## config.mk

```make
export PLATFORM = sky130hd
export DESIGN_NAME = gpio_pad_ctrl
export DESIGN_NICKNAME = d
export VERILOG_FILES = /design/src/rtl/gpio_pad_ctrl.sv
export SDC_FILE = /design/constraint.sdc
export NUM_CORES = 1
export LEC_CHECK = 0
export CORE_MARGIN = 5
export CORE_UTILIZATION = 25
export CTS_BUF_LIST = sky130_fd_sc_hd__clkbuf_8
export DETAILED_ROUTE_END_ITERATION = 16
export PLACE_DENSITY = 0.54
export SYNTH_ARGS = -nofsm -noshare
export SYNTH_HDL_FRONTEND = slang
export SYNTH_SLANG_ARGS = --single-unit
```

## constraint.sdc

```tcl
create_clock -name clk_in -period 1.9 [get_ports clk_in]
set_clock_uncertainty 0.2 [all_clocks]
set_input_delay 0.285 -clock clk_in [delete_from_list [all_inputs] [get_ports clk_in]]
set_output_delay 0.285 -clock clk_in [all_outputs]
set_load 0.005 [all_outputs]
```

## src/rtl/gpio_pad_ctrl.sv

```systemverilog
// Core-side controller for a bank of bidirectional IO cells: direction/output
// drive, synchronised and debounced input sampling, edge capture and interrupt.
module gpio_pad_ctrl #(
  parameter int N_PINS          = 8,
  parameter int CONF_WIDTH      = 3,
  parameter int DEBOUNCE_CYCLES = 4
) (
  input  logic                         clk_in,
  input  logic                         reset_int,
  input  logic                         reg_we,
  input  logic                         reg_re,
  input  logic [2:0]                   reg_addr,
  input  logic [N_PINS-1:0]            reg_wdata,
  output logic [N_PINS-1:0]            reg_rdata,
  output logic                         reg_rvalid,
  output logic [N_PINS*CONF_WIDTH-1:0] io_cell_cfg,
  output logic [N_PINS-1:0]            from_core,
  input  logic [N_PINS-1:0]            to_core,
  output logic                         irq
);

  localparam int CNT_W = $clog2(DEBOUNCE_CYCLES) + 1;
  localparam logic [CNT_W-1:0] CNT_LAST = CNT_W'(DEBOUNCE_CYCLES - 1);

  localparam logic [2:0] ADDR_DIR     = 3'd0;
  localparam logic [2:0] ADDR_OUT     = 3'd1;
  localparam logic [2:0] ADDR_IN      = 3'd2;
  localparam logic [2:0] ADDR_RISE_EN = 3'd3;
  localparam logic [2:0] ADDR_FALL_EN = 3'd4;
  localparam logic [2:0] ADDR_STATUS  = 3'd5;

  logic [N_PINS-1:0] dir_q, dir_d;
  logic [N_PINS-1:0] out_q, out_d;
  logic [N_PINS-1:0] rise_en_q, rise_en_d;
  logic [N_PINS-1:0] fall_en_q, fall_en_d;
  logic [N_PINS-1:0] status_q, status_d;
  logic [N_PINS-1:0] in_q, in_d;
  logic [N_PINS-1:0] sync1_q, sync2_q;
  logic [CNT_W-1:0]  cnt_q [N_PINS];
  logic [CNT_W-1:0]  cnt_d [N_PINS];
  logic [N_PINS-1:0] rdata_q, rdata_d;
  logic              rvalid_q;
  logic              irq_q;
  logic [N_PINS-1:0] w1c;
  logic [N_PINS-1:0] rise_evt, fall_evt;

  always_comb begin
    dir_d     = dir_q;
    out_d     = out_q;
    rise_en_d = rise_en_q;
    fall_en_d = fall_en_q;
    w1c       = '0;
    if (reg_we) begin
      unique case (reg_addr)
        ADDR_DIR:     dir_d     = reg_wdata;
        ADDR_OUT:     out_d     = reg_wdata;
        ADDR_RISE_EN: rise_en_d = reg_wdata;
        ADDR_FALL_EN: fall_en_d = reg_wdata;
        ADDR_STATUS:  w1c       = reg_wdata;
        default:      ;
      endcase
    end
  end

  // A pin's filtered value moves only after sync2 has disagreed with it for
  // DEBOUNCE_CYCLES consecutive cycles; any agreement restarts the count.
  always_comb begin
    in_d = in_q;
    for (int i = 0; i < N_PINS; i++) begin
      cnt_d[i] = '0;
      if (sync2_q[i] != in_q[i]) begin
        if (cnt_q[i] == CNT_LAST) begin
          in_d[i] = sync2_q[i];
        end else begin
          cnt_d[i] = cnt_q[i] + 1'b1;
        end
      end
    end
  end

  // Event set takes priority over a same-cycle W1C clear.
  always_comb begin
    rise_evt = in_d & ~in_q & rise_en_q;
    fall_evt = ~in_d & in_q & fall_en_q;
    status_d = (status_q & ~w1c) | rise_evt | fall_evt;
  end

  always_comb begin
    rdata_d = '0;
    if (reg_re) begin
      unique case (reg_addr)
        ADDR_DIR:     rdata_d = dir_q;
        ADDR_OUT:     rdata_d = out_q;
        ADDR_IN:      rdata_d = in_q;
        ADDR_RISE_EN: rdata_d = rise_en_q;
        ADDR_FALL_EN: rdata_d = fall_en_q;
        ADDR_STATUS:  rdata_d = status_q;
        default:      rdata_d = '0;
      endcase
    end
  end

  always_ff @(posedge clk_in or negedge reset_int) begin
    if (!reset_int) begin
      dir_q     <= '1;
      out_q     <= '0;
      rise_en_q <= '0;
      fall_en_q <= '0;
      status_q  <= '0;
      in_q      <= '0;
      sync1_q   <= '0;
      sync2_q   <= '0;
      for (int i = 0; i < N_PINS; i++) cnt_q[i] <= '0;
      rdata_q   <= '0;
      rvalid_q  <= 1'b0;
      irq_q     <= 1'b0;
    end else begin
      dir_q     <= dir_d;
      out_q     <= out_d;
      rise_en_q <= rise_en_d;
      fall_en_q <= fall_en_d;
      status_q  <= status_d;
      in_q      <= in_d;
      sync1_q   <= to_core;
      sync2_q   <= sync1_q;
      for (int i = 0; i < N_PINS; i++) cnt_q[i] <= cnt_d[i];
      rdata_q   <= rdata_d;
      rvalid_q  <= reg_re;
      irq_q     <= |status_q;
    end
  end

  always_comb begin
    io_cell_cfg = '0;
    for (int i = 0; i < N_PINS; i++) begin
      io_cell_cfg[i*CONF_WIDTH] = dir_q[i];
    end
  end

  assign from_core  = out_q;
  assign reg_rdata  = rdata_q;
  assign reg_rvalid = rvalid_q;
  assign irq        = irq_q;

endmodule

```

Word-level counts from Yosys, hierarchy flattened

Index checks and enable logic that the tools add are counted.

Bits in registers: 98
Input port bits: 23
Output and inout port bits: 42

Add/subtract/negate cells: 8
Equality and inequality tests: 21
Muxes and demuxes: 36
Bitwise logic cells: 10
Reductions and logical operators: 6

Operators by type and width:

| cell                                                             | count |
|---|---|
| 3-bit two-way mux                                                | 16 |
| 8-bit one-hot mux with 6 select lines                            | 1 |
| 8-bit bitwise AND                                                | 5 |
| 3-bit by 2-bit == test with 1-bit output (second input constant) | 10 |
| 3-bit by 1-bit adder with 3-bit output (second input constant)   | 8 |
| 8-bit two-way mux                                                | 3 |
| 8-bit NOT                                                        | 3 |
| 1-bit two-way mux                                                | 16 |
| 8-bit bitwise OR                                                 | 2 |
| 1-bit inequality test                                            | 8 |
| 2-bit AND reduction                                              | 4 |
| 8-bit OR reduction                                               | 1 |
| 3-bit == test (second input constant)                            | 2 |
| 3-bit by 1-bit == test with 1-bit output (second input constant) | 1 |
| 3-bit zero test                                                  | 1 |

Logic depth before layout (Yosys ltp)

Word-level depth: 7
Depth in mapped cells: 5

Worst setup path before layout

OpenSTA, ideal clock, no wires.

Path kind: input to register
Start point: input port reg_addr[1]
End point: register out_q[0], in the netlist from_core[0]
Arrival: 1.152 ns
Required time: 1.575 ns
Slack: 0.423 ns
Stages: 5
Path buffers: 2
Path through: buf_4 -> nor2_1 -> and3_1 -> buf_4 -> mux2_2

Cells in the longest elaborated chain, start to end: 2

RTL lines:

| item                                     | RTL line | RTL |
|---|---|---|
| from (decl)                              | 12       | `input logic [2:0] reg_addr,` |
| 3-bit by 1-bit == test with 1-bit output | 54       | `unique case (reg_addr)` |
| 2-bit AND reduction (no line)            | n/a      |  |
| to (signal assigned)                     | 119      | `out_q <= out_d;` |
| to (decl)                                | 33       | `logic [N_PINS-1:0] out_q, out_d;` |

No other way between the ends.
A chain may end at the register's enable or synchronous reset.

Worst setup path in the final report

Start point: register out_q[6], in the netlist from_core[6]
End point: output port from_core[6]

RTL lines:

| item      | RTL line | RTL |
|---|---|---|
| to (decl) | 17       | `output logic [N_PINS-1:0] from_core,` |

No word-level cell between the ends.

==> qor.yml <==
status: "finished, final reports clean"
crit_family: "buffers and inverters"
yosys.area_share.simple_pct: 10.3
synth_top_family_by_area: "multiplexers"
cts_buffer_depth: 2
multiInputGateArea_um2: 1590
placed_cell_area_um2: 5060
clk_latency_ns: 0.38
placementRows: 47
hold_viol: 0
fin_area_um2: 5260
slew_headroom_pct: 64.6
dr.pass1.iters: 4
crit_path_end_kind: "primary output"
cp.required_ns: 1.41
n_antenna_cell: 0
rrSetupSlack_ns: 0.44
drive_gt1_share_pct: 26.6
period_minus_slack_ns: 1.80
die_y_um: 140
drt-initial-drc-count: 178
start_util_pct: 25.5
p_leak_uw: 0.00230
drc: 0
async_reset_ff_share_pct: 100
final_nets: 425
synth_fa_ha_area_share_pct: 2.38
final_common_cell: "dfrtp_1"
synth-seq-area-share_pct: 58.5
wl_per_cell_um: 14.9
cts_tree: "yes"
synth_area_leader_cell: "dfrtp_1"
seq_area_um2: 2460
synth_ff_type: "dfrtp_1"
synthMuxAreaShare_pct: 16.1
die-area_um2: 19500
fillers: 1632
setup-violations-final: 0
syn-instance-count: 309
worstHoldPathType: "in2reg"
crit_type: "reg2out"
finalMaxSlewViolations: 0
grt_usage_pct: 10.0
netlist_area_um2: 4210
area_growth_pct: 24.9
synth_top_area_share_pct: 53.5
instances_no_fill: 618
postSynthAreaPerCell_um2: 13.6
grt_first_pass_wirelength_um: 15200
cpPeakStageDelay_ns: 0.57
crit_buf_inv: 1
ys_warn_count: 0
synth_compound_area_share_pct: 5.82
vias: 2616
final_core_util_pct: 31.8
final_cell_mix: "dfrtp_1, mux2_2, clkdlybuf4s50_1"
place.gp.congestion: 0.744
max_freq_ghz: 0.556
numPortBuffers: 48
vdd_ir_drop_max_v: 0.000306
num_io_pins: 65
path_max_fanout: 3
antenna_found_initial: 0
maxCapViolCount: 0
via_per_inst: 4.23
cts_sinks: 98
globalRoute.totalOverflow: 0
drtAntennaViolNets: 0
wl_um: 9230
setup_tns_ns: 0
htreeDepth: 3
post-route-period-util_pct: 94.6
synth_xor_area_share_pct: 1.66
grt_max_degree: 99
power_density_nw_per_um2: 1070
fp.dieW_um: 140
timing.hold.ws_ns: 0.137
dp_hpwl_um: 6760
clk_pin_slew_ns: 0.09
crit_chain: "clkdlybuf4s50_1"
synth.distinct_cells: 43
synth.area.top_cells: "dfrtp_1, mux2_2, dfstp_2"
root_buffer: "clkbuf_8"
design.core.area_um2: 16500
worstMarginPinSlew_ns: 0.531
grt_pass1_vias: 2758
worstSetupStartpointType: "flip-flop"
cts_buffers: 9
worst_path_max_delay_cell: "clkdlybuf4s50_1"
place_inst: 596
synth-edff-count: 0
ys_ff_latch: 98
arrival_ns: 1.31
rsz0062_at_grt: "false"
## per-stage QoR
step,worst slack [ns],total power (µW)
floorplan,0.423,3890
global placement,-0.298,4470
detailed placement,-0.304,4530
CTS,0.0708,5730
global route,0.0342,6050
finish,0.102,5640
## cells in the mapped netlist, types with 2 or more instances
cell type  number
dfrtp_1        90
mux2_2         42
nand2_1        25
buf_4          19
inv_1          12
nand3b_1       10
dfstp_2         8
ha_1            8
nor2b_1         8
xnor2_1         8
mux2i_1         7
o21ai_0         7
mux4_2          6
nor3_1          6
a211oi_1        5
a32o_1          5
nor3b_1         5
o22ai_1         4
a21oi_1         3
nand2b_1        3
a21o_1          2
a221oi_1        2
and3b_1         2
buf_6           2
nor4_1          2
## logic make-up after synthesis
| group | count (synthesis) |
|---|---|
| other | 1 |
| flip-flops | 98 |
| AND/OR/NAND/NOR | 71 |
| AO/OA/AOI/OAI | 34 |
| buffers and inverters | 34 |
| XOR/XNOR | 8 |
| adder cells (fa/ha/maj) | 8 |
| multiplexers | 55 |
## area by class of cell
cell class / count / area share, %
clock buffers: 10 / 2.62
clock inverters: 5 / 0.381
inverters: 12 / 0.856
multi-input cells: 192 / 30.2
flip-flops and latches: 98 / 46.8
well taps: 220 / 5.23
repair buffers: 81 / 13.9
## routing by layer
layer | GRT usage [%] | routed length (µm)
met5 | 0 | 0
met3 | 3.60 | 550
met4 | 3.82 | 160
met2 | 15.3 | 4250
met1 | 12.9 | 4270
## worst reg2reg max path: stages (launching register included)
cell and delay [ns]:
dfrtp_1 0.36, ha_1 0.17, nor2b_1 0.26, mux2_2 0.37
## sequential cells by signal, indices dropped and copies added, names as in the netlist
name / flops
status_q: 8
fall_en_q: 8
dir_q: 8
reg_rdata: 8
reg_rvalid: 1
irq: 1
from_core: 8
sync1_q: 8
in_q: 8
sync2_q: 8
rise_en_q: 8
cnt_q: 24
## what timing repair did
item                                    CTS  global route
gates resized for setup                   8             0
endpoints found under the setup margin    8             0
endpoints found under the hold margin    90             0
hold buffers                              1             0
setup buffers                             6             0
## path summary, 6_finish.rpt
check,from,endpoint,cells past startpoint
max reg2reg,cnt_q[21]$_DFF_PN0_,in_q[0]$_DFF_PN0_,3
max,from_core[6]$_DFFE_PN0P_,from_core[6],1
min in group asynchronous,reset_int,sync1_q[3]$_DFF_PN0_,3
min,to_core[3],sync1_q[3]$_DFF_PN0_,1
max in group asynchronous,reset_int,dir_q[7]$_DFFE_PN1P_,3
min reg2reg,sync1_q[5]$_DFF_PN0_,sync2_q[5]$_DFF_PN0_,0
## power breakdown
| group | total (µW) | internal (µW) | leakage, µW | switching [µW] |
|---|---|---|---|---|
| logic | 1450 | 890 | 0.000998 | 564 |
| clock network | 1170 | 485 | 0.0000971 | 688 |
| registers | 3020 | 2610 | 0.00120 | 404 |
No activity file was read; power rests on OpenSTA's default activity.
